<file path="config.mk">
export PLATFORM = sky130hd
export DESIGN_NAME = tagger_tag_assembler
export DESIGN_NICKNAME = d
export VERILOG_FILES = /design/src/rtl/tagger_tag_assembler.sv
export SDC_FILE = /design/constraint.sdc
export NUM_CORES = 1
export LEC_CHECK = 0
export CORE_MARGIN = 2
export CORE_UTILIZATION = 55
export CTS_CLUSTER_SIZE = 10
export DETAILED_ROUTE_END_ITERATION = 7
export GPL_TIMING_DRIVEN = 1
export PLACE_DENSITY_LB_ADDON = 0.1
export SYNTH_ARGS = -nofsm -noshare
export SYNTH_HDL_FRONTEND = slang
export SYNTH_SLANG_ARGS = --single-unit
</file>
<file path="constraint.sdc">
create_clock -name clk -period 18.6 [get_ports clk]
set_input_delay 5.58 -clock clk [delete_from_list [all_inputs] [get_ports clk]]
set_output_delay 5.58 -clock clk [all_outputs]
set_load 0.02 [all_outputs]
</file>
<file path="src/rtl/tagger_tag_assembler.sv">
// Time-tag assembler: joins converter edge subtimes with a free-running coarse counter and
// queues the tag words in a first-word-fall-through FIFO. Optional macro: TAGGER_ROLLOVER_MARK_EN.
module tagger_tag_assembler #(
  parameter int BITS        = 2,
  parameter int COARSE_BITS = 28,
  parameter int DEPTH_LOG2  = 4
) (
  input  logic                          clk,
  input  logic                          rst_n,
  input  logic                          enable,
  input  logic                          edge_detected,
  input  logic [BITS-1:0]               subtimes,
  output logic [2+COARSE_BITS+BITS-1:0] out_data,
  output logic                          out_valid,
  input  logic                          out_ready,
  output logic [DEPTH_LOG2:0]           fifo_level,
  output logic [15:0]                   lost_count,
  output logic [COARSE_BITS-1:0]        coarse_now
);

  localparam int W     = 2 + COARSE_BITS + BITS;
  localparam int DEPTH = 1 << DEPTH_LOG2;
  localparam logic [DEPTH_LOG2:0] FULL_LVL = (DEPTH_LOG2+1)'(DEPTH);

  function automatic logic [15:0] sat_add16(input logic [15:0] a, input logic [1:0] b);
    logic [16:0] s;
    s = {1'b0, a} + {15'd0, b};
    return s[16] ? 16'hFFFF : s[15:0];
  endfunction

  logic [COARSE_BITS-1:0] coarse_q, coarse_d;
  logic                   cap_vld_q, cap_vld_d;
  logic [W-1:0]           cap_word_q, cap_word_d;
  logic [DEPTH_LOG2:0]    wptr_q, wptr_d, rptr_q, rptr_d;
  logic [W-1:0]           hold_q, hold_d;
  logic [15:0]            lost_q, lost_d;
  logic [W-1:0]           mem [DEPTH];

  logic [DEPTH_LOG2:0]    level;
  logic                   full, empty, rd, wr_ok, wr_drop, tag_hit, wf, second_wrap;
`ifdef TAGGER_ROLLOVER_MARK_EN
  logic                   pending_q, pending_d;
  logic                   wrap_evt, flag_done, eff_pend;
`endif

  always_comb begin
    level    = wptr_q - rptr_q;
    full     = (level == FULL_LVL);
    empty    = (level == '0);
    rd       = !empty && out_ready;
    wr_ok    = cap_vld_q && (!full || rd);
    wr_drop  = cap_vld_q && !wr_ok;
    tag_hit  = enable && edge_detected;
    coarse_d = coarse_q + 1'b1;
    wptr_d   = wr_ok ? wptr_q + 1'b1 : wptr_q;
    rptr_d   = rd ? rptr_q + 1'b1 : rptr_q;
    hold_d   = rd ? mem[rptr_q[DEPTH_LOG2-1:0]] : hold_q;
`ifdef TAGGER_ROLLOVER_MARK_EN
    // A flag-carrying word already in flight satisfies the pending wrap only once it lands.
    wrap_evt    = &coarse_q;
    flag_done   = wr_ok && cap_word_q[W-2];
    eff_pend    = pending_q && !flag_done;
    second_wrap = wrap_evt && eff_pend;
    wf          = eff_pend;
    pending_d   = wrap_evt ? 1'b1 : (flag_done ? 1'b0 : pending_q);
    cap_vld_d   = tag_hit || eff_pend;
`else
    second_wrap = 1'b0;
    wf          = 1'b0;
    cap_vld_d   = tag_hit;
`endif
    cap_word_d = tag_hit ? {1'b0, wf, coarse_q, subtimes} : {2'b11, {(W-2){1'b0}}};
    lost_d     = sat_add16(lost_q, {1'b0, wr_drop} + {1'b0, second_wrap});
  end

  always_ff @(posedge clk or negedge rst_n) begin
    if (!rst_n) begin
      coarse_q  <= '0;
      cap_vld_q <= 1'b0;
      wptr_q    <= '0;
      rptr_q    <= '0;
      hold_q    <= '0;
      lost_q    <= '0;
`ifdef TAGGER_ROLLOVER_MARK_EN
      pending_q <= 1'b0;
`endif
    end else begin
      coarse_q  <= coarse_d;
      cap_vld_q <= cap_vld_d;
      wptr_q    <= wptr_d;
      rptr_q    <= rptr_d;
      hold_q    <= hold_d;
      lost_q    <= lost_d;
`ifdef TAGGER_ROLLOVER_MARK_EN
      pending_q <= pending_d;
`endif
    end
  end

  // Capture word and FIFO storage carry data only; validity lives in cap_vld_q and the pointers.
  always_ff @(posedge clk) begin
    cap_word_q <= cap_word_d;
    if (wr_ok) mem[wptr_q[DEPTH_LOG2-1:0]] <= cap_word_q;
  end

  assign out_valid  = !empty;
  assign out_data   = empty ? hold_q : mem[rptr_q[DEPTH_LOG2-1:0]];
  assign fifo_level = level;
  assign lost_count = lost_q;
  assign coarse_now = coarse_q;

endmodule

</file>
* Word-level counts from Yosys, hierarchy flattened
Memory sizes are Yosys's and may differ from the RTL's.
Index checks and enable logic that the tools add are counted.
** Storage, ports and cells
- Register bits :: 119
- RAM bits :: 512
- Output and inout port bits :: 82
- Memories kept :: 1
- Bits of input ports :: 7
** Memories
- mem :: depth 16, bits a word 32, rd ports 1, clocked after Yosys merged registers in 0, write ports 1, RTL line 37 : logic [W-1:0] mem [DEPTH];
** Cells by class
- $add $sub $neg :: 5
- Eq/ne operators :: 1
- Reductions and logical operators :: 9
- Mux-type cells :: 5
** Operators by type and width (number)
- two-way mux 32 bit :: 2
- adder 28 x 1 -> 28 bit, second input constant :: 1
- adder 16 x 1 -> 17 bit :: 1
- two-way mux 16 bit :: 1
- adder 5 x 1 -> 5 bit, second input constant :: 2
- == test 5 bit, second input constant :: 1
- zero test 5 bit :: 1
- subtractor 5 bit :: 1
- logical AND 1 bit :: 4
- zero test 1 bit :: 3
- two-way mux 1 bit :: 2
- logical OR 1 bit :: 1

* Depth between registers and ports, before layout
Gate-level depths: netlist of the first run.
- Depth after elaboration :: 10
- Gate-level depth with buffers :: 18
- Depth with buffers taken out :: 15

* Worst setup path after synthesis of the first run
OpenSTA, ideal clock, no wires.
- Path kind :: input port to flip-flop
- Start point :: input out_ready
- End point :: memory mem[1][0] (netlist bit), enable pin
- Setup time :: 497 ps
- Stages on the path :: 3
- Data arrival time :: 8992 ps
- Slack :: 9111 ps
- Cells stage by stage :: buf_2 > nor3_2 > nor4_1
** Between the ends
- Word-level cells in the longest chain between the ends :: 5
** RTL lines
- from (decl) :: RTL line 15 : input logic out_ready,
- logical AND 1 bit :: RTL line 50 : rd = !empty && out_ready;
- logical OR 1 bit :: RTL line 51 : wr_ok = cap_vld_q && (!full || rd);
- logical AND 1 bit :: RTL line 51
- two-way mux 1 bit :: RTL line 103 : if (wr_ok) mem[wptr_q[DEPTH_LOG2-1:0]] <= cap_word_q;
- two-way mux 1 bit (not written as such) :: RTL line 103
- to (decl) :: RTL line 37
Every way passes these cells.

* Worst setup path in the final report of the first run
- Start point :: register rptr_q[0]
- End point :: output out_data[11]
** Between the ends
- Word-level cells in the longest chain between the ends :: 3
- Elaborated cells between the ends (all ways) :: 4
- Those cells by class :: add/sub: 1; mux: 1; reduce/logical: 1; memory: 1
** RTL lines
- from (decl) :: RTL line 34 : logic [DEPTH_LOG2:0] wptr_q, wptr_d, rptr_q, rptr_d;
- from (signal assigned) :: RTL line 91 : rptr_q <= rptr_d;
- subtractor 5 bit :: RTL line 47 : level = wptr_q - rptr_q;
- zero test 5 bit :: RTL line 49 : empty = (level == '0);
- two-way mux 32 bit * :: RTL line 107 : assign out_data = empty ? hold_q : mem[rptr_q[DEPTH_LOG2-1:0]];
- to (decl) :: RTL line 13 : output logic [2+COARSE_BITS+BITS-1:0] out_data,
Mark *: on every way between the ends. The rest lies on a longest branch, timed or not.

==> impl_metrics.env, run 1 <==
export IMPL_peakVddDrop_v=0.000126
export IMPL_cts_made_buffers=71
export IMPL_die_width_um=212
export IMPL_wl_per_cell_um=26.1
export IMPL_cellLeakagePower_nw=9.49
export IMPL_drc=0
export IMPL_synth_top_area_cell="edfxtp_1"
export IMPL_floorplan_initialDensity=0.555
export IMPL_avgSynthCellArea_sq_um=20.0
export IMPL_ios=89
export IMPL_syn_nets=1213
export IMPL_synth_edf_count=496
export IMPL_fillers=2995
export IMPL_hold_violations=0
export IMPL_portBuffers=88
export IMPL_dpl_cell_area_sq_mm=0.0255
export IMPL_crit_fanout=37
export IMPL_synth_flop_cell="edfxtp_1"
export IMPL_syn_cell_area_sq_mm=0.0238
export IMPL_setup_viol=0
export IMPL_antenna_found_initial=0
export IMPL_final_period_utilization=0.544
export IMPL_synth_most_common_cell="edfxtp_1"
export IMPL_drt_iter0_drc=1071
export IMPL_clock_sinks=613
export IMPL_clk_path_buf_depth=3
export IMPL_power_density_mw_per_mm2=158
export IMPL_place_hpwl_um=27600
export IMPL_synth_top_cells_by_area="edfxtp_1 63%, mux4_2 12%, dfrtp_1 9.0%"
export IMPL_required_ns=13.02
export IMPL_drt_pass1_iterations=5
export IMPL_synthTopCellsByCount="496 x edfxtp_1, 124 x mux4_2, 86 x dfrtp_1"
export IMPL_synth_cells=1193
export IMPL_cts_setup_buffers=0
export IMPL_worstPathArrival_ns=4.54
export IMPL_cp_slowest_cell="dfrtp_4"
export IMPL_detail_route_antenna_nets=0
export IMPL_path_cells="ha_1 > inv_1 > fa_1 > xor2_1 > and4b_4 > o22ai_4 > buf_4 > mux2_2 > clkdlybuf4s50_1"
export IMPL_fmax_ghz=0.0988
export IMPL_synth_top_area_share=0.625
export IMPL_via_per_inst=5.93
export IMPL_area_growth_pct=15.6
export IMPL_wirelength_um=51500
export IMPL_drv_slew=0
export IMPL_max_slew_margin=0.413
export IMPL_status="complete, no violations"
export IMPL_finalSetupTns_ns=0
export IMPL_clkTransAtPathRegs_ns=0.06
export IMPL_yosys_warnings=0
export IMPL_rsz0062_at_grt="no"
export IMPL_cp_end_kind="primary output"
export IMPL_holdBufCountCts=0
export IMPL_fin_nets=1347
export IMPL_cts_tree="done"
export IMPL_htreeDepth=3
export IMPL_via_count=11700
export IMPL_seq_area_frac_synth=0.742
export IMPL_post_cts_resize_count=0
export IMPL_insertion_delay_ns=0.59
export IMPL_ys_types=49
export IMPL_period_minus_slack_ns=10.12
export IMPL_gp_congestion=0.750
export IMPL_clk_root_buffer_cell="clkbuf_16"
export IMPL_drive_gt1_frac=0.236
export IMPL_slowest_delay_ns=0.92
export IMPL_overflow=0
export IMPL_hold_class="reg -> reg"
export IMPL_crit_type="reg -> out"
export IMPL_final_area_sq_mm=0.0275
export IMPL_coreArea_sq_mm=0.0429
export IMPL_synth_seq_cells=613
export IMPL_worstMarginPinSlew_ns=0.881
export IMPL_grt_first_pass_wirelength_um=76700
export IMPL_grt_max_degree=93
export IMPL_groute_usage_overall=0.239
export IMPL_die_h_um=212
export IMPL_fin_worst_skew_ns=0.0226
export IMPL_dieArea_sq_mm=0.0450
export IMPL_placementRows=76
export IMPL_grt_pass1_vias=12100
export IMPL_cap_violations=0
export IMPL_async_flop_share=0.140
export IMPL_start_kind="flop"
## metal layers
metal  up-vias  routed length (um)  GRT usage
met3        72                3010     0.0436
met4         0                 938     0.0658
met2       347               26300      0.405
met5         -                   0          0
li1       5072                   -          -
met1      6192               21200      0.324
## power breakdown
group          leakage (nW)  switching (mW)  internal (mW)
Sequential             5.80          0.0979           1.59
Combinational          2.70           0.698          0.696
Clock                 0.992           0.517          0.743
## through the flow
step / setup WS [ns] / power [mW] / instances / hold WS, ns / util
after floorplan: 9.11 / 2.67 / 1193 / 0.464 / -
after global placement: 9.08 / 3.11 / 1839 / 0.480 / 0.593
after detailed placement: 8.96 / 3.12 / 1839 / 0.487 / 0.593
after CTS: 8.35 / 4.38 / 1970 / 0.494 / 0.642
after global routing: 8.21 / 4.53 / 1970 / 0.520 / 0.642
final: 8.48 / 4.34 / 1971 / 0.488 / 0.642
## flip-flops by register name (all words and copies together) (netlist names)
register,count
rptr_q,5
lost_count,16
coarse_now,28
wptr_q,5
cap_vld_q,1
cap_word_q,31
mem,496
hold_q,31
## critical path: cells and delay by family, from the launching register on
family | cells | cell delay [ns]
compound gates | 1 | 0.26
xor+xnor | 1 | 0.26
fa+ha+maj | 2 | 0.70
buf+inv | 3 | 1.14
flops | 1 | 0.92
mux | 1 | 0.40
simple gates | 1 | 0.26
## placed cells by master, fill, tap and decap left out, types with 2 or more instances in the layout
cell / instances
dfrtp_1: 84
buf_4: 32
mux4_2: 124
nor2_4: 6
and4_1: 3
mux2_2: 35
nor3b_1: 2
inv_1: 15
nand2b_1: 4
nor2_1: 14
ha_1: 12
inv_6: 2
mux2_4: 29
nor3_2: 11
xnor2_1: 30
nor4_2: 4
nand2_1: 59
clkbuf_16: 74
nand3_1: 24
and3_1: 37
xor2_1: 17
a21oi_1: 4
dfxtp_1: 31
a22oi_1: 62
nand4_1: 6
edfxtp_1: 496
and2_1: 3
nand3b_1: 2
a31oi_1: 2
dfrtp_4: 2
clkdlybuf4s50_1: 87
clkbuf_1: 53
## path summary, 6_finish.rpt
path / start / to / slack [ns] / cells after the start
min in group asynchronous: rst_n / hold_q[24]$_DFFE_PN0P_ / 4.95 / 1
worst max register to register: rptr_q[0]$_DFFE_PN0P_ / lost_count[5]$_DFF_PN0_ / 13.57 / 14
max in group asynchronous: rst_n / rptr_q[1]$_DFFE_PN0P_ / 12.39 / 2
worst min register to register: wptr_q[4]$_DFFE_PN0P_ / wptr_q[4]$_DFFE_PN0P_ / 0.49 / 1
worst min-delay path: wptr_q[4]$_DFFE_PN0P_ / wptr_q[4]$_DFFE_PN0P_ / 0.49 / 1
worst max-delay path: rptr_q[0]$_DFFE_PN0P_ / out_data[11] / 8.48 / 9
## cell families (layout without fill, tap and decap cells)
logic type      Yosys count  after routing  synth area share
buf+inv                  74            266            0.0173
xor+xnor                 47             47            0.0173
compound gates           76             76            0.0249
other cells               0              1                 0
flops                   613            613             0.742
fa+ha+maj                13             13           0.00714
simple gates            181            181            0.0392
mux                     189            189             0.153
## final cells by class
| cell class | instances | area (sq um) | area share |
|---|---|---|---|
| well taps | 585 | 732 | 0.0266 |
| multi-input cells | 506 | 5860 | 0.213 |
| flip-flops and latches | 613 | 17700 | 0.642 |
| clock inverters | 4 | 37.5 | 0.00136 |
| clock buffers | 127 | 2050 | 0.0745 |
| diodes | 1 | 2.50 | 0.0000909 |
| inverters | 15 | 56.3 | 0.00204 |
| repair buffers | 120 | 1130 | 0.0411 |
(Power assumes the default switching activity.)
==> run 2, diff against run 1 <==
Clock period 18.6 ns to 8.8 ns, I/O delays scaled along.
==> run 2 against run 1 <==
Worst setup slack got worse by 6.9 ns. Die area did not move. Worst hold slack barely moved. Flip-flop and latch count did not move. Highest routed layer unchanged. Largest cell class unchanged.
==> impl_metrics.env, run 2 (synthesis gave the netlist of run 1 again) <==
export IMPL_ios=89
export IMPL_placementRows=76
export IMPL_status="complete, no violations"
export IMPL_start_kind="flop"
export IMPL_slowest_delay_ns=1.02
export IMPL_cellLeakagePower_nw=9.45
export IMPL_portBuffers=88
export IMPL_grt_max_degree=67
export IMPL_hold_path_startpoint="wptr_q[4]$_DFFE_PN0P_"
export IMPL_setup_viol=0
export IMPL_path_cells="inv_1 > fa_1 > xor2_1 > a211oi_1 > o22ai_4 > buf_4 > mux2_2 > clkdlybuf4s50_1"
export IMPL_die_h_um=212
export IMPL_p_int_mw=6.38
export IMPL_power_density_mw_per_mm2=333
export IMPL_p_comb_frac=0.326
export IMPL_power_switching_mw=2.77
export IMPL_cp_slowest_cell="dfrtp_4"
export IMPL_place_hpwl_um=25900
export IMPL_grt_first_pass_wirelength_um=76400
export IMPL_gp_congestion=0.723
export IMPL_cts_made_buffers=71
export IMPL_seqPwrFrac=0.386
export IMPL_startpoint="rptr_q[1]$_DFFE_PN0P_"
export IMPL_worstMarginPinSlew_ns=1.05
export IMPL_htreeDepth=3
export IMPL_hold_class="reg -> reg"
export IMPL_grt_pass1_vias=12000
export IMPL_r2r_start="rptr_q[1]$_DFFE_PN0P_"
export IMPL_via_per_inst=6.00
export IMPL_final_common_cell="edfxtp_1"
export IMPL_drt_pass1_iterations=5
export IMPL_dpl_cell_count=1834
export IMPL_clk_root_buffer_cell="clkbuf_16"
export IMPL_worstPathArrival_ns=4.56
export IMPL_switching_share=0.303
export IMPL_required_ns=6.16
export IMPL_period_minus_slack_ns=7.20
export IMPL_drt_iter0_drc=1069
export IMPL_drv_slew=0
export IMPL_holdBufCountCts=0
export IMPL_cp_end_kind="primary output"
export IMPL_cts_tree="done"
export IMPL_layout_common_cells="496 x edfxtp_1, 124 x mux4_2, 87 x clkdlybuf4s50_1, 84 x dfrtp_1, 73 x clkbuf_16"
export IMPL_floorplan_initialDensity=0.555
export IMPL_fmax_ghz=0.139
export IMPL_fin_worst_skew_ns=0.0191
export IMPL_coreArea_sq_mm=0.0429
export IMPL_rsz0062_at_grt="no"
export IMPL_overflow=0
export IMPL_cap_violations=0
export IMPL_largest_reg_flops=496
export IMPL_insertion_delay_ns=0.59
export IMPL_detail_route_antenna_nets=0
export IMPL_fin_nets=1342
export IMPL_via_count=11800
export IMPL_wirelength_um=50900
export IMPL_instances_no_fill=1965
export IMPL_die_width_um=212
export IMPL_drc=0
export IMPL_antenna_found_initial=3
export IMPL_peakVddDrop_v=0.000215
export IMPL_crit_type="reg -> out"
export IMPL_clkTransAtPathRegs_ns=0.05
export IMPL_cts_setup_buffers=0
export IMPL_max_slew_margin=0.300
export IMPL_post_cts_resize_count=0
export IMPL_groute_usage_overall=0.236
export IMPL_final_period_utilization=0.818
export IMPL_crit_fanout=63
export IMPL_area_growth_pct=15.3
export IMPL_clk_path_buf_depth=3
export IMPL_clock_sinks=613
export IMPL_fillers=2994
export IMPL_hold_violations=0
export IMPL_dieArea_sq_mm=0.0450
export IMPL_wl_per_cell_um=25.9
export IMPL_clockPowerShare=0.288
export IMPL_finalSetupTns_ns=0
export IMPL_drive_gt1_frac=0.234
[run 2: cell types whose count changed in the layout (fill, tap and decap cells not counted)]
| cell | previous run | this run |
|---|---|---|
| inv_6 | 2 | 4 |
| buf_4 | 32 | 28 |
| buf_12 | 1 | 0 |
| clkinv_8 | 1 | 0 |
| clkinv_2 | 0 | 1 |
| clkbuf_1 | 53 | 52 |
| clkbuf_16 | 74 | 73 |
| clkinv_1 | 1 | 0 |
[run 2: critical path, delay by kind of cell (launching register included)]
kind / cells / cell delay [ns]
flops: 1 / 1.02
buf+inv: 3 / 1.16
compound gates: 2 / 0.78
fa+ha+maj: 1 / 0.48
xor+xnor: 1 / 0.21
mux: 1 / 0.30
[run 2: worst paths after layout]
check | slack [ns] | endpoint | cells after the start
setup / recovery | 1.60 | out_data[25] | 8
hold / removal | 0.49 | wptr_q[4]$_DFFE_PN0P_ | 1
max in group asynchronous | 5.49 | rptr_q[1]$_DFFE_PN0P_ | 2
setup reg to reg | 3.71 | lost_count[1]$_DFF_PN0_ | 13
min in group asynchronous | 2.01 | hold_q[24]$_DFFE_PN0P_ | 1
hold reg to reg | 0.49 | wptr_q[4]$_DFFE_PN0P_ | 1
[run 2: power groups by stage]
| stage | clock network, mW | logic, mW | registers [mW] |
|---|---|---|---|
| floorplan | 0 | 2.16 | 3.48 |
| global placement | 0 | 2.99 | 3.58 |
| detailed placement | 0 | 3.01 | 3.59 |
| CTS | 2.68 | 3.03 | 3.54 |
| global route | 2.80 | 3.20 | 3.56 |
| finish | 2.64 | 2.98 | 3.53 |
[run 2: cell type report]
type | count | area (sq um) | share of cell area
inverter | 15 | 56.3 | 0.00205
timing repair buffer | 115 | 1080 | 0.0394
clock inverter | 5 | 40.0 | 0.00146
sequential | 613 | 17700 | 0.644
multi-input combinational | 506 | 5860 | 0.213
clock buffer | 125 | 2020 | 0.0736
antenna | 1 | 2.50 | 0.0000911
tap | 585 | 732 | 0.0267
[run 2: metal layers]
metal / GRT usage / up-vias / wire, um
li1: - / 5067 / -
met1: 0.343 / 6268 / 22000
met2: 0.376 / 387 / 24700
met3: 0.0418 / 64 / 3360
met4: 0.0634 / 0 / 831
met5: 0 / - / 0
[run 2: per-stage QoR]
step	hold WS (ns)	util	area, sq um	power, mW	setup slack (ns)
after floorplan	0.464	-	23800	5.64	2.25
after global placement	0.479	0.592	25400	6.57	2.23
after detailed placement	0.482	0.592	25400	6.61	2.13
after CTS	0.493	0.640	27500	9.24	1.51
after global routing	0.519	0.640	27500	9.56	1.37
final	0.488	0.640	27500	9.15	1.60
==> run 3, diff against run 2 <==
Clock period 8.8 ns to 6.65 ns, I/O delays scaled along.
==> run 3 against run 2 <==
Worst hold slack better by 0.0037 ns. Non-clock buffer count is 2 higher. Worst setup slack worse by 1.3 ns. Sequential power is 30% higher.
==> impl_metrics.env, run 3 (synthesis gave the netlist of run 1 again) <==
export IMPL_clk_path_buf_depth=3
export IMPL_crit_fanout=19
export IMPL_final_period_utilization=0.955
export IMPL_htreeDepth=3
export IMPL_final_common_cell="edfxtp_1"
export IMPL_r2r_end="lost_count[0]$_DFF_PN0_"
export IMPL_wirelength_um=50800
export IMPL_wl_per_cell_um=25.8
export IMPL_hold_class="reg -> reg"
export IMPL_clkTransAtPathRegs_ns=0.06
export IMPL_start_kind="flop"
export IMPL_grt_max_degree=128
export IMPL_place_hpwl_um=26700
export IMPL_ios=89
export IMPL_cts_tree="done"
export IMPL_worstMarginPinSlew_ns=1.16
export IMPL_cp_end_kind="primary output"
export IMPL_r2r_start="wptr_q[0]$_DFFE_PN0P_"
export IMPL_period_minus_slack_ns=6.35
export IMPL_worstPathArrival_ns=4.35
export IMPL_required_ns=4.66
export IMPL_die_width_um=212
export IMPL_max_slew_margin=0.223
export IMPL_placementRows=76
export IMPL_via_count=11700
export IMPL_drt_pass1_iterations=5
export IMPL_hold_path_startpoint="rptr_q[4]$_DFFE_PN0P_"
export IMPL_peakVddDrop_v=0.000375
export IMPL_detail_route_antenna_nets=0
export IMPL_rr_worst_depth=15
export IMPL_post_cts_resize_count=0
export IMPL_cellLeakagePower_nw=9.47
export IMPL_drc=0
export IMPL_rsz0062_at_grt="no"
export IMPL_cts_setup_buffers=0
export IMPL_overflow=0
export IMPL_drt_iter0_drc=1136
export IMPL_power_density_mw_per_mm2=440
export IMPL_fin_nets=1344
export IMPL_groute_usage_overall=0.238
export IMPL_floorplan_initialDensity=0.555
export IMPL_dieArea_sq_mm=0.0450
export IMPL_gp_congestion=0.716
export IMPL_grt_pass1_vias=12200
export IMPL_instances_no_fill=1966
export IMPL_insertion_delay_ns=0.59
export IMPL_crit_type="reg -> out"
export IMPL_holdPathStages=1
export IMPL_cap_violations=0
export IMPL_min_to="rptr_q[4]$_DFFE_PN0P_"
export IMPL_via_per_inst=5.94
export IMPL_cts_made_buffers=71
export IMPL_setup_viol=0
export IMPL_antenna_found_initial=1
export IMPL_path_cells="inv_1 > ha_1 > inv_1 > fa_1 > xor2_1 > and4b_4 > o22ai_4 > buf_4 > mux2_2 > clkdlybuf4s50_1"
export IMPL_holdBufCountCts=0
export IMPL_coreArea_sq_mm=0.0429
export IMPL_status="complete, no violations"
export IMPL_die_h_um=212
export IMPL_portBuffers=88
export IMPL_clk_root_buffer_cell="clkbuf_16"
export IMPL_largest_reg_flops=496
export IMPL_area_growth_pct=15.5
export IMPL_clock_sinks=613
export IMPL_drv_slew=0
export IMPL_slowest_delay_ns=0.72
export IMPL_fmax_ghz=0.157
export IMPL_rrSetupSlack_ns=2.12
export IMPL_layout_common_cells="496 x edfxtp_1, 124 x mux4_2, 87 x clkdlybuf4s50_1, 84 x dfrtp_1, 73 x clkbuf_16"
export IMPL_hold_violations=0
export IMPL_finalSetupTns_ns=0
export IMPL_fin_worst_skew_ns=0.0224
export IMPL_cp_slowest_cell="o22ai_4"
export IMPL_grt_first_pass_wirelength_um=77000
export IMPL_cpMostUsedCell="inv_1"
export IMPL_drive_gt1_frac=0.236
export IMPL_dpl_cell_count=1836
-- run 3: per-layer routing --
| layer | vias to the layer above | GRT usage | wire length, um |
|---|---|---|---|
| li1 | 5066 | - | - |
| met1 | 6139 | 0.349 | 21900 |
| met2 | 410 | 0.382 | 24900 |
| met3 | 60 | 0.0340 | 3230 |
| met4 | 0 | 0.0595 | 753 |
| met5 | - | 0 | 0 |
-- run 3: final cells by class --
| cell class | instances | area (sq um) |
|---|---|---|
| diodes | 1 | 2.50 |
| multi-input cells | 506 | 5860 |
| well taps | 585 | 732 |
| clock inverters | 4 | 46.3 |
| clock buffers | 125 | 2030 |
| fillers | 2983 | 15400 |
| flip-flops and latches | 613 | 17700 |
| inverters | 15 | 56.3 |
| repair buffers | 117 | 1110 |
-- run 3: worst max-delay path, delay by kind of cell, from the launching register on --
family	cells	cell delay, ns
AO/OA/AOI/OAI	1	0.72
XOR/XNOR	1	0.26
adder cells (fa/ha/maj)	2	0.56
buffers and inverters	4	1.17
flip-flops	1	0.42
multiplexers	1	0.38
AND/OR/NAND/NOR	1	0.26
-- run 3: how the worst max path moves through the flow --
stage / to / slack [ns] / startpoint / depth (start not counted)
after floorplan: mem[1][0]$_DFFE_PP_ / 0.44 / rptr_q[1]$_DFFE_PN0P_ / 10
after global placement: out_data[30] / 0.94 / wptr_q[0]$_DFFE_PN0P_ / 10
after CTS: out_data[26] / 0.22 / wptr_q[0]$_DFFE_PN0P_ / 10
final: out_data[26] / 0.30 / wptr_q[0]$_DFFE_PN0P_ / 10
after detailed placement: out_data[26] / 0.84 / wptr_q[0]$_DFFE_PN0P_ / 10
after global routing: out_data[15] / 0.1 / wptr_q[0]$_DFFE_PN0P_ / 10
-- run 3: where the power goes --
group | switching [mW] | internal [mW]
Combinational | 2.07 | 1.96
Sequential | 0.149 | 4.44
Clock | 1.43 | 2.06
Total | 3.65 | 8.46
-- run 3: through the flow --
step	total power, mW	util	hold WS, ns	setup WS [ns]	area [sq um]
floorplan	7.46	-	0.464	0.441	23800
global route	12.7	0.641	0.520	0.0977	27500
detailed placement	8.74	0.593	0.485	0.838	25400
global placement	8.70	0.593	0.484	0.936	25400
CTS	12.2	0.641	0.497	0.221	27500
finish	12.1	0.641	0.492	0.301	27500
